[src/rtl/screen_sequencer_if.sv]
// Video-side bundle for the screen sequencer: raster position, sprite layers,
// user controls, and the composited pixel / sequence status coming back.
interface screen_sequencer_if #(
    parameter int NUM_SCREENS = 4,
    parameter int NUM_LAYERS  = 3,
    parameter int PIX_W       = 12
);
    localparam int SCR_W = (NUM_SCREENS > 1) ? $clog2(NUM_SCREENS) : 1;

    logic [10:0]                 hcount_in;
    logic [9:0]                  vcount_in;
    logic [NUM_LAYERS*PIX_W-1:0] layer_pix_in;
    logic [NUM_LAYERS-1:0]       layer_gate_in;
    logic                        arm_in;
    logic                        btn_in;
    logic                        auto_in;
    logic                        restart_in;
    logic [PIX_W-1:0]            pixel_out;
    logic [SCR_W-1:0]            screen_out;
    logic                        screen_done_out;
    logic                        seq_done_out;

    modport master (
        output hcount_in, vcount_in, layer_pix_in, layer_gate_in,
        output arm_in, btn_in, auto_in, restart_in,
        input  pixel_out, screen_out, screen_done_out, seq_done_out
    );

    modport slave (
        input  hcount_in, vcount_in, layer_pix_in, layer_gate_in,
        input  arm_in, btn_in, auto_in, restart_in,
        output pixel_out, screen_out, screen_done_out, seq_done_out
    );
endinterface

[src/rtl/screen_sequencer.sv]
// Steps through a fixed list of screens, compositing sprite layers while a screen
// is shown and filling with a blank colour during transitions and once finished.
module screen_sequencer #(
    parameter int                              NUM_SCREENS    = 4,
    parameter int                              NUM_LAYERS     = 3,
    parameter int                              PIX_W          = 12,
    parameter logic [NUM_SCREENS*NUM_LAYERS-1:0] LAYER_MASK   = '1,
    parameter int                              TIMEOUT_FRAMES = 300,
    parameter int                              TRANS_FRAMES   = 2,
    parameter logic [PIX_W-1:0]                BLANK_COLOR    = 12'hFFF,
    parameter int                              H_ACTIVE       = 1024,
    parameter int                              V_ACTIVE       = 768
) (
    input  logic               clk_in,
    input  logic               rst_n_in,
    screen_sequencer_if.slave  bus
);
    localparam int SCR_W   = (NUM_SCREENS > 1) ? $clog2(NUM_SCREENS) : 1;
    localparam int CNT_TOP = (TIMEOUT_FRAMES > TRANS_FRAMES) ? TIMEOUT_FRAMES : TRANS_FRAMES;
    localparam int CNT_W   = $clog2(CNT_TOP + 1);

    localparam logic [CNT_W-1:0] TIMEOUT_LAST = CNT_W'(TIMEOUT_FRAMES - 1);
    localparam logic [CNT_W-1:0] TRANS_LAST   = CNT_W'(TRANS_FRAMES - 1);
    localparam logic [CNT_W-1:0] CNT_SAT      = {CNT_W{1'b1}};
    localparam logic [SCR_W-1:0] LAST_SCREEN  = SCR_W'(NUM_SCREENS - 1);
    localparam logic [10:0]      H_LIM        = 11'(H_ACTIVE);
    localparam logic [9:0]       V_LIM        = 10'(V_ACTIVE);

    typedef enum logic [1:0] {
        ST_SHOW  = 2'd0,
        ST_TRANS = 2'd1,
        ST_DONE  = 2'd2
    } state_t;

    state_t                state_r;
    logic [SCR_W-1:0]      screen_r;
    logic [CNT_W-1:0]      frame_cnt_r;
    logic [PIX_W-1:0]      pixel_r;
    logic                  screen_done_r;
    logic                  seq_done_r;

    logic                  frame_start_s;
    logic                  active_s;
    logic                  advance_s;
    logic [CNT_W-1:0]      cnt_inc_s;
    logic [NUM_LAYERS-1:0] scr_mask_s;
    logic [PIX_W-1:0]      comp_pix_s;
    logic [PIX_W-1:0]      pix_next_s;

    // Frame timing, advance request and saturating counter increment.
    always_comb begin
        frame_start_s = (bus.hcount_in == 11'd0) && (bus.vcount_in == 10'd0);
        active_s      = (bus.hcount_in < H_LIM) && (bus.vcount_in < V_LIM);
        // Button and timeout collapse into one request, so a coincidence yields a single pulse.
        advance_s     = (bus.btn_in && bus.arm_in) ||
                        (bus.auto_in && frame_start_s && (frame_cnt_r == TIMEOUT_LAST));
        cnt_inc_s     = (frame_cnt_r == CNT_SAT) ? frame_cnt_r : frame_cnt_r + CNT_W'(1);
    end

    // Layer compositing for the current screen and next output pixel.
    always_comb begin
        scr_mask_s = '0;
        for (int s = 0; s < NUM_SCREENS; s++) begin
            scr_mask_s = (screen_r == SCR_W'(s)) ? LAYER_MASK[s*NUM_LAYERS +: NUM_LAYERS] : scr_mask_s;
        end
        comp_pix_s = '0;
        for (int l = 0; l < NUM_LAYERS; l++) begin
            comp_pix_s = comp_pix_s |
                         (bus.layer_pix_in[l*PIX_W +: PIX_W] & {PIX_W{scr_mask_s[l] & bus.layer_gate_in[l]}});
        end
        case (state_r)
            ST_SHOW:  pix_next_s = comp_pix_s;
            ST_TRANS: pix_next_s = BLANK_COLOR;
            ST_DONE:  pix_next_s = BLANK_COLOR;
            default:  pix_next_s = '0;
        endcase
        if (!active_s) begin
            pix_next_s = '0;
        end else begin
            pix_next_s = pix_next_s;
        end
    end

    // Sequencer state machine with registered pixel and status outputs.
    always_ff @(posedge clk_in or negedge rst_n_in) begin
        if (!rst_n_in) begin
            state_r       <= ST_SHOW;
            screen_r      <= '0;
            frame_cnt_r   <= '0;
            pixel_r       <= '0;
            screen_done_r <= 1'b0;
            seq_done_r    <= 1'b0;
        end else begin
            pixel_r       <= pix_next_s;
            screen_done_r <= 1'b0;
            case (state_r)
                ST_SHOW: begin
                    if (advance_s) begin
                        state_r       <= ST_TRANS;
                        frame_cnt_r   <= '0;
                        screen_done_r <= 1'b1;
                    end else if (frame_start_s) begin
                        frame_cnt_r   <= cnt_inc_s;
                    end
                end
                ST_TRANS: begin
                    if (frame_start_s && (frame_cnt_r == TRANS_LAST)) begin
                        frame_cnt_r <= '0;
                        if (screen_r == LAST_SCREEN) begin
                            state_r    <= ST_DONE;
                            seq_done_r <= 1'b1;
                        end else begin
                            state_r    <= ST_SHOW;
                            screen_r   <= screen_r + SCR_W'(1);
                        end
                    end else if (frame_start_s) begin
                        frame_cnt_r <= cnt_inc_s;
                    end
                end
                ST_DONE: begin
                    if (bus.restart_in) begin
                        state_r     <= ST_SHOW;
                        screen_r    <= '0;
                        frame_cnt_r <= '0;
                        seq_done_r  <= 1'b0;
                    end
                end
                default: begin
                    state_r     <= ST_SHOW;
                    screen_r    <= '0;
                    frame_cnt_r <= '0;
                    seq_done_r  <= 1'b0;
                end
            endcase
        end
    end

    assign bus.pixel_out       = pixel_r;
    assign bus.screen_out      = screen_r;
    assign bus.screen_done_out = screen_done_r;
    assign bus.seq_done_out    = seq_done_r;
endmodule

[src/flat_wrapper.sv]
// flat-port wrapper written by rule: the top's interface ports become plain ports
module screen_sequencer_flat 
#(
    parameter int                              NUM_SCREENS    = 4,
    parameter int                              NUM_LAYERS     = 3,
    parameter int                              PIX_W          = 12,
    parameter logic [NUM_SCREENS*NUM_LAYERS-1:0] LAYER_MASK   = '1,
    parameter int                              TIMEOUT_FRAMES = 300,
    parameter int                              TRANS_FRAMES   = 2,
    parameter logic [PIX_W-1:0]                BLANK_COLOR    = 12'hFFF,
    parameter int                              H_ACTIVE       = 1024,
    parameter int                              V_ACTIVE       = 768
)
  (clk_in, rst_n_in, bus_hcount_in, bus_vcount_in, bus_layer_pix_in, bus_layer_gate_in, bus_arm_in, bus_btn_in, bus_auto_in, bus_restart_in, bus_pixel_out, bus_screen_out, bus_screen_done_out, bus_seq_done_out);
  screen_sequencer_if #(.NUM_SCREENS(NUM_SCREENS), .NUM_LAYERS(NUM_LAYERS), .PIX_W(PIX_W)) bus_i ();
  input  logic clk_in;
  input  logic rst_n_in;
  input wire logic [$bits(bus_i.hcount_in)-1:0] bus_hcount_in;
  input wire logic [$bits(bus_i.vcount_in)-1:0] bus_vcount_in;
  input wire logic [$bits(bus_i.layer_pix_in)-1:0] bus_layer_pix_in;
  input wire logic [$bits(bus_i.layer_gate_in)-1:0] bus_layer_gate_in;
  input wire logic [$bits(bus_i.arm_in)-1:0] bus_arm_in;
  input wire logic [$bits(bus_i.btn_in)-1:0] bus_btn_in;
  input wire logic [$bits(bus_i.auto_in)-1:0] bus_auto_in;
  input wire logic [$bits(bus_i.restart_in)-1:0] bus_restart_in;
  output wire logic [$bits(bus_i.pixel_out)-1:0] bus_pixel_out;
  output wire logic [$bits(bus_i.screen_out)-1:0] bus_screen_out;
  output wire logic [$bits(bus_i.screen_done_out)-1:0] bus_screen_done_out;
  output wire logic [$bits(bus_i.seq_done_out)-1:0] bus_seq_done_out;
  assign bus_i.hcount_in = bus_hcount_in;
  assign bus_i.vcount_in = bus_vcount_in;
  assign bus_i.layer_pix_in = bus_layer_pix_in;
  assign bus_i.layer_gate_in = bus_layer_gate_in;
  assign bus_i.arm_in = bus_arm_in;
  assign bus_i.btn_in = bus_btn_in;
  assign bus_i.auto_in = bus_auto_in;
  assign bus_i.restart_in = bus_restart_in;
  assign bus_pixel_out = bus_i.pixel_out;
  assign bus_screen_out = bus_i.screen_out;
  assign bus_screen_done_out = bus_i.screen_done_out;
  assign bus_seq_done_out = bus_i.seq_done_out;
  screen_sequencer #(.NUM_SCREENS(NUM_SCREENS), .NUM_LAYERS(NUM_LAYERS), .PIX_W(PIX_W), .LAYER_MASK(LAYER_MASK), .TIMEOUT_FRAMES(TIMEOUT_FRAMES), .TRANS_FRAMES(TRANS_FRAMES), .BLANK_COLOR(BLANK_COLOR), .H_ACTIVE(H_ACTIVE), .V_ACTIVE(V_ACTIVE)) u_core (.clk_in(clk_in), .rst_n_in(rst_n_in), .bus(bus_i));
endmodule
[config.mk]
export PLATFORM = sky130hd
export DESIGN_NAME = screen_sequencer_flat
export DESIGN_NICKNAME = d
export VERILOG_FILES = /design/src/rtl/screen_sequencer_if.sv /design/src/rtl/screen_sequencer.sv /design/src/flat_wrapper.sv
export SDC_FILE = /design/constraint.sdc
export NUM_CORES = 1
export LEC_CHECK = 0
export ABC_AREA = 1
export CELL_PAD_IN_SITES_DETAIL_PLACEMENT = 1
export CELL_PAD_IN_SITES_GLOBAL_PLACEMENT = 2
export CORE_MARGIN = 4
export CORE_UTILIZATION = 24
export CTS_BUF_LIST = sky130_fd_sc_hd__clkbuf_8
export CTS_CLUSTER_SIZE = 10
export DETAILED_ROUTE_END_ITERATION = 6
export PLACE_DENSITY = 0.95
export SYNTH_ARGS = -nofsm -noshare
export SYNTH_HDL_FRONTEND = slang
export SYNTH_SLANG_ARGS = --single-unit
[constraint.sdc]
create_clock -name clk_in -period 2.95 [get_ports clk_in]
set_input_delay 0.59 -clock clk_in [delete_from_list [all_inputs] [get_ports clk_in]]
set_output_delay 0.59 -clock clk_in [all_outputs]
set_load 0.03 [all_outputs]
Word-level counts from Yosys, hierarchy flattened

Cells that the tools add are included.

Word-level logic and storage cells: 73
Register bits: 27
Input port bits: 66
Output and inout port bits: 16

$add $sub $neg: 2
Bitwise operators: 9
$lt $le $gt $ge: 2
Reductions and logical operators: 15
Equal/unequal tests: 13
Multiplexer cells: 26

Operators with widths:

| cell                                                                    | number |
|---|---|
| 9-bit 2-to-1 mux                                                        | 5 |
| 12-bit AND                                                              | 3 |
| 9-bit one-hot mux with 3 select lines                                   | 1 |
| 12-bit OR                                                               | 2 |
| 12-bit one-hot mux with 2 select lines                                  | 1 |
| 9-bit equality test, second input constant                              | 2 |
| 12-bit 2-to-1 mux                                                       | 1 |
| 2-bit 2-to-1 mux                                                        | 6 |
| 3-bit 2-to-1 mux                                                        | 4 |
| 2-bit one-hot mux with 3 select lines                                   | 2 |
| 11-bit logical NOT                                                      | 1 |
| 11-bit < comparator, second input constant                              | 1 |
| 10-bit logical NOT                                                      | 1 |
| 10-bit < comparator, second input constant                              | 1 |
| 9-bit by 1-bit adder with 9-bit output, second input constant           | 1 |
| 9-bit by 1-bit equality test with 1-bit output, second input constant   | 1 |
| 4-bit AND reduction                                                     | 2 |
| 2-bit equality test, second input constant                              | 3 |
| 1-bit logical AND                                                       | 6 |
| 2-bit by 1-bit inequality test with 1-bit output, second input constant | 3 |
| 1-bit 2-to-1 mux                                                        | 5 |
| 2-bit by 1-bit equality test with 1-bit output, second input constant   | 2 |
| 2-bit logical NOT                                                       | 2 |
| 2-bit inequality test, second input constant                            | 2 |
| 7 further kinds                                                         | 9 |

Longest topological paths before layout

Gate-level depths: netlist of the first run.

Depth in word-level cells: 11
Depth in mapped cells: 11
Depth with buffers taken out: 11

Least setup slack after synthesis of the first run

OpenSTA, ideal clock, no wires.

Path kind: input-to-reg
From: in bus_hcount_in[5]
To: reg u_core.state_r[0]
Arrival time: 1.535 ns
Required time: 2.833 ns
Path buffers: 0
Stages: 9
Library setup time: 0.117 ns
Setup slack: 1.298 ns
Cells stage by stage: or2_1 > nor2_2 > nand3_4 > nor2_1 > nor2_2 > nand2_2 > nand3_1 > nand2_1 > nand2_1

Word-level cells in the longest chain between the ends: 7
Elaborated cells between the ends (all ways): 9
Those cells by class: eq/ne (2); reduce/logical (7)

Ends and longest elaborated chain:

| element                                                    | line                    | source |
|---|---|---|
| start: declaration                                         | flat_wrapper.sv:18      | `input wire logic [$bits(bus_i.hcount_in)-1:0] bus_hcount_in;` |
| 11-bit logical NOT (*)                                     | screen_sequencer.sv:52  | `frame_start_s = (bus.hcount_in == 11'd0) && (bus.vcount_in == 10'd0);` |
| 1-bit logical AND (*)                                      | screen_sequencer.sv:52  |  |
| 1-bit logical AND (2 in series)                            | screen_sequencer.sv:56  | `(bus.auto_in && frame_start_s && (frame_cnt_r == TIMEOUT_LAST));` |
| 1-bit logical OR                                           | screen_sequencer.sv:55  | `advance_s = (bus.btn_in && bus.arm_in) \|\|` |
| 2-bit by 1-bit inequality test with 1-bit output (no line) | n/a                     |  |
| 3-bit AND reduction (no line) (*)                          | n/a                     |  |
| end signal: assignment                                     | screen_sequencer.sv:87  | `state_r <= ST_SHOW;` |
| end signal: assignment                                     | screen_sequencer.sv:99  | `state_r <= ST_TRANS;` |
| end signal: assignment                                     | screen_sequencer.sv:110 | `state_r <= ST_DONE;` |
| end: declaration                                           | screen_sequencer.sv:35  | `state_t state_r;` |

Every way passes the cells marked *; elsewhere a longest branch is shown, timed or not.
A chain may end at the register's enable or synchronous reset.

Worst setup path in the final report of the first run

From: in bus_vcount_in[9]
To: reg u_core.frame_cnt_r[6]

Word-level cells in the longest chain between the ends: 7
Elaborated cells between the ends (all ways): 10
Those cells by class: mux (4); reduce/logical (6)

Ends and longest elaborated chain:

| element                                   | line                    | source |
|---|---|---|
| start: declaration                        | flat_wrapper.sv:19      | `input wire logic [$bits(bus_i.vcount_in)-1:0] bus_vcount_in;` |
| 10-bit logical NOT (*)                    | screen_sequencer.sv:52  |  |
| 1-bit logical AND (*)                     | screen_sequencer.sv:52  |  |
| 1-bit logical AND (2 in series)           | screen_sequencer.sv:56  |  |
| 1-bit logical OR                          | screen_sequencer.sv:55  |  |
| 9-bit 2-to-1 mux                          | screen_sequencer.sv:98  | `if (advance_s) begin` |
| 9-bit one-hot mux with 3 select lines (*) | screen_sequencer.sv:96  | `case (state_r)` |
| end signal: assignment                    | screen_sequencer.sv:103 | `frame_cnt_r <= cnt_inc_s;` |
| end signal: assignment                    | screen_sequencer.sv:117 | `frame_cnt_r <= cnt_inc_s;` |
| end: declaration                          | screen_sequencer.sv:37  | `logic [CNT_W-1:0] frame_cnt_r;` |

Marks and branches as above.

==> out/metrics.csv, run 1 <==
metric,value,unit
post-CTS setup buffer count,0,
post-synthesis cell type with the largest combined area,dfrtp_1,
signed area change from the synthesized netlist to the final layout,50.1,%
Root Driver,clkbuf_8,
hold-fix buffer count after cts,0,
Avg WL per Cell,12.8,um
class of the most critical hold timing path,reg2reg,
Post-Synthesis Net Count,350,
total gr overflow,0,
Max Root-Sink Buffers,2,
unrepaired setup endpoints after global routing,false,
worst relative slew slack,55.2,%
"Hold Violations, Final",0,
most frequently used flop master after synthesis,dfrtp_1,
per-cell via count in the routed design,4.46,
Mapped Area,0.00191,mm2
setup-violating endpoint count in the final report,0,
gpl congestion,0.831,
synth unique cells,34,
CP startpoint kind,primary input,
number of flops mapped to enable cells by yosys,0,
synthesized netlist cell count,277,
largest clock skew in the final design,2.44,ps
Leakage,1.35,nW
die extent in x,97.2,um
logic depth of the worst register-to-register path,6,
Placed Cells incl. Taps,453,
post-route DRC violation count,0,
synthesized flop and latch total,27,
"Data arrival, critical path",2220,ps
Antenna diodes,0,
final number of max-transition violations,0,
launch point of the worst path,bus_vcount_in[9],
final sum of negative setup slack,0,ps
Initial DRT Pass Iterations,4,
FF-to-FF End,u_core.frame_cnt_r[6],
source-to-sink clock delay at the later pin of the worst-skew pair,270,ps
post-layout min period,2050,ps
most instantiated cells after synthesis,"nand2_1 (92), nand3_1 (34), nor2_1 (34)",
Initial Utilization,24.7,%
number of CTS-inserted buffers,3,
kind of critical path,in2reg,
estimated wirelength of the detail-placed design,4900,um
Boundary Pins,82,
Worst EP required,3120,ps
number of H-tree levels,1,
layout net count,429,
status,"finished, final reports clean",
mean cell area of the mapped netlist,6.89,um2
MaxCap Viol Count,0,
CTS resizes,0,
maximum vdd ir drop,0.000203,V
Overall Power,1.43,mW
slew at the pin closest to its max-slew limit,672,ps
total die area,0.00944,mm2
Post-synth ARST share,100,%
TritonCTS clock tree,yes,
height of the chip,97.2,um
top-count cell post-synth,nand2_1,
remaining antenna violation count after routing,0,
number of sinks on the clock net,27,
Critical R2R Launch,u_core.state_r[1],
"Warnings, synthesis",0,
endpoint type of the worst setup path,flip-flop,
flop2flop setup slack,1130,ps
largest cells by area after synthesis,"dfrtp_1 (35%), nand2_1 (18%), nand3_1 (8.9%)",
# rows,32,
share of cells above drive strength 1,6.48,%
core area,0.00773,mm2
GRT Resource Usage Total,12.8,%
global-route wire length before repair,10100,um
register clock-pin slew on the reported worst setup and hold paths,90,ps
Final Cycle Share,69.4,%
top cell type's share of synthesized area,35.4,%
portion of the post-synthesis area used by sequential elements,35.4,%
number of I/O port buffers,81,
number of global-route vias before repair,2168,
Power Density,501,mW/mm2
total vias in the final route,2040,
Max Clock Freq,488,MHz
largest net degree at the start of global routing,28,
number of antenna violations at the first check in global routing,0,
"non-filler cells, final",457,
first-iteration detailed-routing DRC count,78,
sum of routed wire length over all layers,5840,um
termination of the worst setup path,u_core.frame_cnt_r[6],
largest fanout on the critical path,13,
-- cells in the final DEF (no fill, tap or decap), drive strengths merged, types with 4 or more instances in the layout --
cell type,synthesis,final
dfrtp,27,27
nor2,38,38
nand3,37,37
a21oi,16,16
ha,7,7
o21ai,6,6
inv,23,24
nand2,96,96
nand4,4,4
clkdlybuf4s50,0,81
-- logic make-up (layout without fill, tap and decap cells) --
group / Yosys count / count (layout) / share of synthesized area, %
and+or+nand+nor: 183 / 183 / 43.7
AOI/OAI and AO/OA: 24 / 24 / 8.00
xor gates and xnor gates: 2 / 2 / 0.918
buffers and inverters: 34 / 112 / 7.34
adders and majority gates: 7 / 7 / 4.59
DFF: 27 / 27 / 35.4
-- stage by stage --
step	hold WS, ps	cell area, um2	utilization, %	setup WS, ps
after floorplan	294	1910	-	1300
after global placement	513	2820	36.5	680
after detailed placement	514	2820	36.5	604
after CTS	529	2860	37.1	899
after global routing	570	2860	37.1	761
final	524	2860	37.1	902
-- layout make-up --
| class | instances | area, um2 |
|---|---|---|
| repair buffers | 84 | 833 |
| clock buffers | 3 | 41.3 |
| fillers | 959 | 4860 |
| clock inverters | 1 | 3.75 |
| inverters | 24 | 90.1 |
| multi-input cells | 216 | 1090 |
| well taps | 102 | 128 |
| flip-flops and latches | 27 | 676 |
-- critical path, stage by stage --
cell             delay, ps
clkdlybuf4s50_1        420
nor2_1                 110
nand2_1                 50
nor2_1                 200
nand3_4                220
nor2_1                 180
nor2_2                  70
nand2_2                110
nand2_4                 90
nand3_1                100
nand2_1                 60
-- where the power goes --
group / internal (mW) / total, mW / leakage, nW / switching [mW]
Combinational: 0.311 / 0.755 / 0.960 / 0.444
Clock: 0.0934 / 0.210 / 0.0269 / 0.117
Sequential: 0.437 / 0.469 / 0.361 / 0.0326
Total: 0.841 / 1.43 / 1.35 / 0.594
-- flip-flops by register name (all words and copies together), names as in the netlist --
signal and cells:
u_core.frame_cnt_r 9, u_core.bus.screen_out 2, u_core.bus.pixel_out 12, u_core.bus.screen_done_out 1
u_core.state_r 2, u_core.bus.seq_done_out 1
-- layer usage --
| layer | up-vias | GRT usage [%] | routed length [um] | share of wire [%] |
|---|---|---|---|---|
| li1 | 1035 | - | - | - |
| met1 | 946 | 15.6 | 2490 | 43 |
| met2 | 55 | 22.9 | 2910 | 50 |
| met3 | 4 | 3.30 | 414 | 7.1 |
| met4 | 0 | 2.27 | 31 | 0.53 |
| met5 | - | 0 | 0 | 0 |
-- worst min-delay path by stage --
stage                                        from                      end  depth (start not counted)  slack [ps]
after floorplan                          rst_n_in  u_core.bus.pixel_out[0]                          0         290
after detailed placement  u_core.bus.seq_done_out  u_core.bus.seq_done_out                          2         510
after global placement    u_core.bus.seq_done_out  u_core.bus.seq_done_out                          2         510
after global routing      u_core.bus.seq_done_out  u_core.bus.seq_done_out                          2         570
final                     u_core.bus.seq_done_out  u_core.bus.seq_done_out                          2         520
after CTS                 u_core.bus.seq_done_out  u_core.bus.seq_done_out                          2         530
(Power assumes the default switching activity.)
==> run 2: changes to the inputs <==
--- a/config.mk
+++ b/config.mk
@@ -9,11 +9,11 @@
 export CELL_PAD_IN_SITES_DETAIL_PLACEMENT = 1
 export CELL_PAD_IN_SITES_GLOBAL_PLACEMENT = 2
 export CORE_MARGIN = 4
-export CORE_UTILIZATION = 24
+export CORE_UTILIZATION = 20
 export CTS_BUF_LIST = sky130_fd_sc_hd__clkbuf_8
 export CTS_CLUSTER_SIZE = 10
 export DETAILED_ROUTE_END_ITERATION = 6
-export PLACE_DENSITY = 0.95
+export PLACE_DENSITY = 0.85
 export SYNTH_ARGS = -nofsm -noshare
 export SYNTH_HDL_FRONTEND = slang
 export SYNTH_SLANG_ARGS = --single-unit
==> constraint.sdc (replaced) <==
create_clock -name clk_in -period 1.85 [get_ports clk_in]
set_input_delay 0.37 -clock clk_in [delete_from_list [all_inputs] [get_ports clk_in]]
set_output_delay 0.37 -clock clk_in [all_outputs]
set_load 0.03 [all_outputs]
==> out/metrics.csv, run 2 (synthesis gave the netlist of run 1 again) <==
metric,value,unit,change
core area,0.00928,mm2,was 0.00773 mm2
MaxCap Viol Count,0,,unchanged
global-route wire length before repair,10100,um,about the same
Worst EP required,1480,ps,was 3120 ps
largest fanout on the critical path,4,,was 13
Max Clock Freq,572,MHz,
sum of routed wire length over all layers,5960,um,was 5840 um
pre-CTS WS,-171,ps,was 604 ps
gpl congestion,0.747,,was 0.831
post-route DRC violation count,0,,unchanged
Max Root-Sink Buffers,2,,unchanged
Antenna diodes,0,,unchanged
number of sinks on the clock net,27,,unchanged
total gr overflow,0,,unchanged
remaining antenna violation count after routing,0,,unchanged
first-iteration detailed-routing DRC count,23,,was 78
Power Density,789,mW/mm2,was 501 mW/mm2
final core area utilization,31.9,%,was 37.1%
Initial DRT Pass Iterations,4,,unchanged
signed area change from the synthesized netlist to the final layout,55.1,%,was 50.1%
count of filler cells inserted in the layout,1187,,was 959
worst relative slew slack,72.9,%,was 55.2%
Critical R2R Launch,u_core.frame_cnt_r[1],,was u_core.state_r[1]
Root Driver,clkbuf_8,,unchanged
estimated wirelength of the detail-placed design,5030,um,was 4900 um
dpl cell area,0.00291,mm2,was 0.00282 mm2
final sum of negative setup slack,0,ps,unchanged
setup-violating endpoint count in the final report,0,,unchanged
per-cell via count in the routed design,4.18,,was 4.46
"commonest non-fill, non-tap cell in the layout",nand2_1,,unchanged
Largest register FFs,12,,unchanged
logic depth of the worst register-to-register path,8,,was 6
Leakage,1.38,nW,was 1.35 nW
largest net degree at the start of global routing,28,,unchanged
critical path buffer and inverter count,1,,unchanged
FF-to-FF End,u_core.frame_cnt_r[4],,was u_core.frame_cnt_r[6]
"leading cell types in the layout, fill and taps excluded","nand2_1 (92), clkdlybuf4s50_1 (81), nand3_1 (34)",,"was nand2_1 (92), clkdlybuf4s50_1 (81), nand3_1 (34), nor2_1 (34), dfrtp_1 (27)"
number of antenna violations at the first check in global routing,0,,unchanged
CP startpoint kind,flip-flop,,was primary input
final standard cell area without fillers,0.00296,mm2,was 0.00286 mm2
number of CTS-inserted buffers,3,,unchanged
source-to-sink clock delay at the later pin of the worst-skew pair,280,ps,was 270 ps
Boundary Pins,82,,unchanged
cell family with most CP delay,buffers and inverters,,was simple AND/OR/NAND/NOR gates
class of the most critical hold timing path,in2async,,was reg2reg
total vias in the final route,2053,,was 2040
layout net count,436,,was 429
Final Cycle Share,94.6,%,
die extent in x,106,um,was 97.2 um
maximum cell stage delay along the critical path,700,ps,was 420 ps
# rows,35,,was 32
number of global-route vias before repair,2193,,was 2168
endpoint type of the worst setup path,output port,,was flip-flop
GRT Resource Usage Total,10.8,%,was 12.8%
Initial Utilization,20.6,%,was 24.7%
maximum vdd ir drop,0.000307,V,was 0.000203 V
Avg WL per Cell,12.1,um,was 12.8 um
"Slowest-stage cell, CP",clkdlybuf4s50_1,,unchanged
number of I/O port buffers,81,,unchanged
total die area,0.0112,mm2,was 0.00944 mm2
slew at the pin closest to its max-slew limit,406,ps,was 672 ps
post-layout min period,1750,ps,
kind of critical path,reg2out,,was in2reg
status,"finished, final reports clean",,unchanged
register clock-pin slew on the reported worst setup and hold paths,100,ps,was 90 ps
crit path cell chain,clkdlybuf4s50_1,,"was clkdlybuf4s50_1, nor2_1, nand2_1, nor2_1, nand3_4, nor2_1, nor2_2, nand2_2, nand2_4, nand3_1, nand2_1"
unrepaired setup endpoints after global routing,false,,unchanged
"Data arrival, critical path",1380,ps,was 2220 ps
final number of max-transition violations,0,,unchanged
"Hold Violations, Final",0,,unchanged
TritonCTS clock tree,yes,,unchanged
setup slack of the critical path after layout,100,ps,was 902 ps
number of H-tree levels,1,,unchanged
flop2flop setup slack,170,ps,was 1130 ps
share of cells above drive strength 1,9.12,%,was 6.48%
post-CTS setup buffer count,0,,unchanged
height of the chip,106,um,was 97.2 um
largest clock skew in the final design,2.49,ps,was 2.44 ps
run 2: changes by cell type in the layout (fill, tap and decap cells not counted):
| cell | before | now |
|---|---|---|
| nor2_2 | 4 | 5 |
| nor2_1 | 34 | 33 |
| dfrtp_1 | 27 | 26 |
| buf_4 | 3 | 10 |
| nor3b_1 | 1 | 0 |
| dfrtp_2 | 0 | 1 |
| nor3b_2 | 0 | 1 |
run 2: cell type report:
class	instances	area, um2	share of cell area [%]
flip-flops and latches	27	677	22.9
repair buffers	91	886	29.9
well taps	129	161	5.45
multi-input cells	216	1100	37.2
clock buffers	3	41.3	1.40
inverters	24	90.1	3.04
clock inverters	1	3.75	0.127
run 2: worst max path at each step:
stage | startpoint | endpoint | cells past startpoint
after floorplan | u_core.frame_cnt_r[1] | u_core.state_r[0] | 8
after global placement | bus_vcount_in[9] | u_core.frame_cnt_r[3] | 11
after detailed placement | bus_hcount_in[10] | u_core.state_r[0] | 11
after CTS | u_core.frame_cnt_r[0] | u_core.state_r[0] | 7
after global routing | u_core.frame_cnt_r[1] | u_core.state_r[0] | 8
final | u_core.bus.screen_out[0] | bus_screen_out[0] | 1
run 2: worst reg2reg max path, stage by stage (launching register included):
cell     delay [ps]
dfrtp_1         390
inv_1           100
ha_1            160
nor3b_2         190
nand4_1         160
o21ai_4         280
nand2_4         140
nand3_1         100
nand2_1          50
run 2: through the flow:
step	power (mW)	hold WS, ps	cells
after CTS	2.38	481	491
final	2.33	465	491
after global placement	1.99	511	487
after detailed placement	2.02	527	487
after global routing	2.51	506	491
after floorplan	1.47	74.4	277
run 2: per-layer routing:
layer  vias up  GRT usage (%)  share of wire [%]
met5         -              0                  0
met4         0           3.05                1.2
met3         4           3.31                8.6
met2        59           19.1                 48
met1       944           12.7                 42
li1       1046              -                  -
run 2: timing repair:
item | CTS | global route
endpoints found under the setup margin | 0 | 14
resized for setup | 0 | 3
hold buffers | 0 | 0
run 2: where the power goes:
part           leakage (nW)  switching [mW]  internal [mW]
clock                0.0269           0.197          0.149
sequential            0.360          0.0510          0.696
combinational         0.998           0.722          0.518
total                  1.38           0.970           1.36
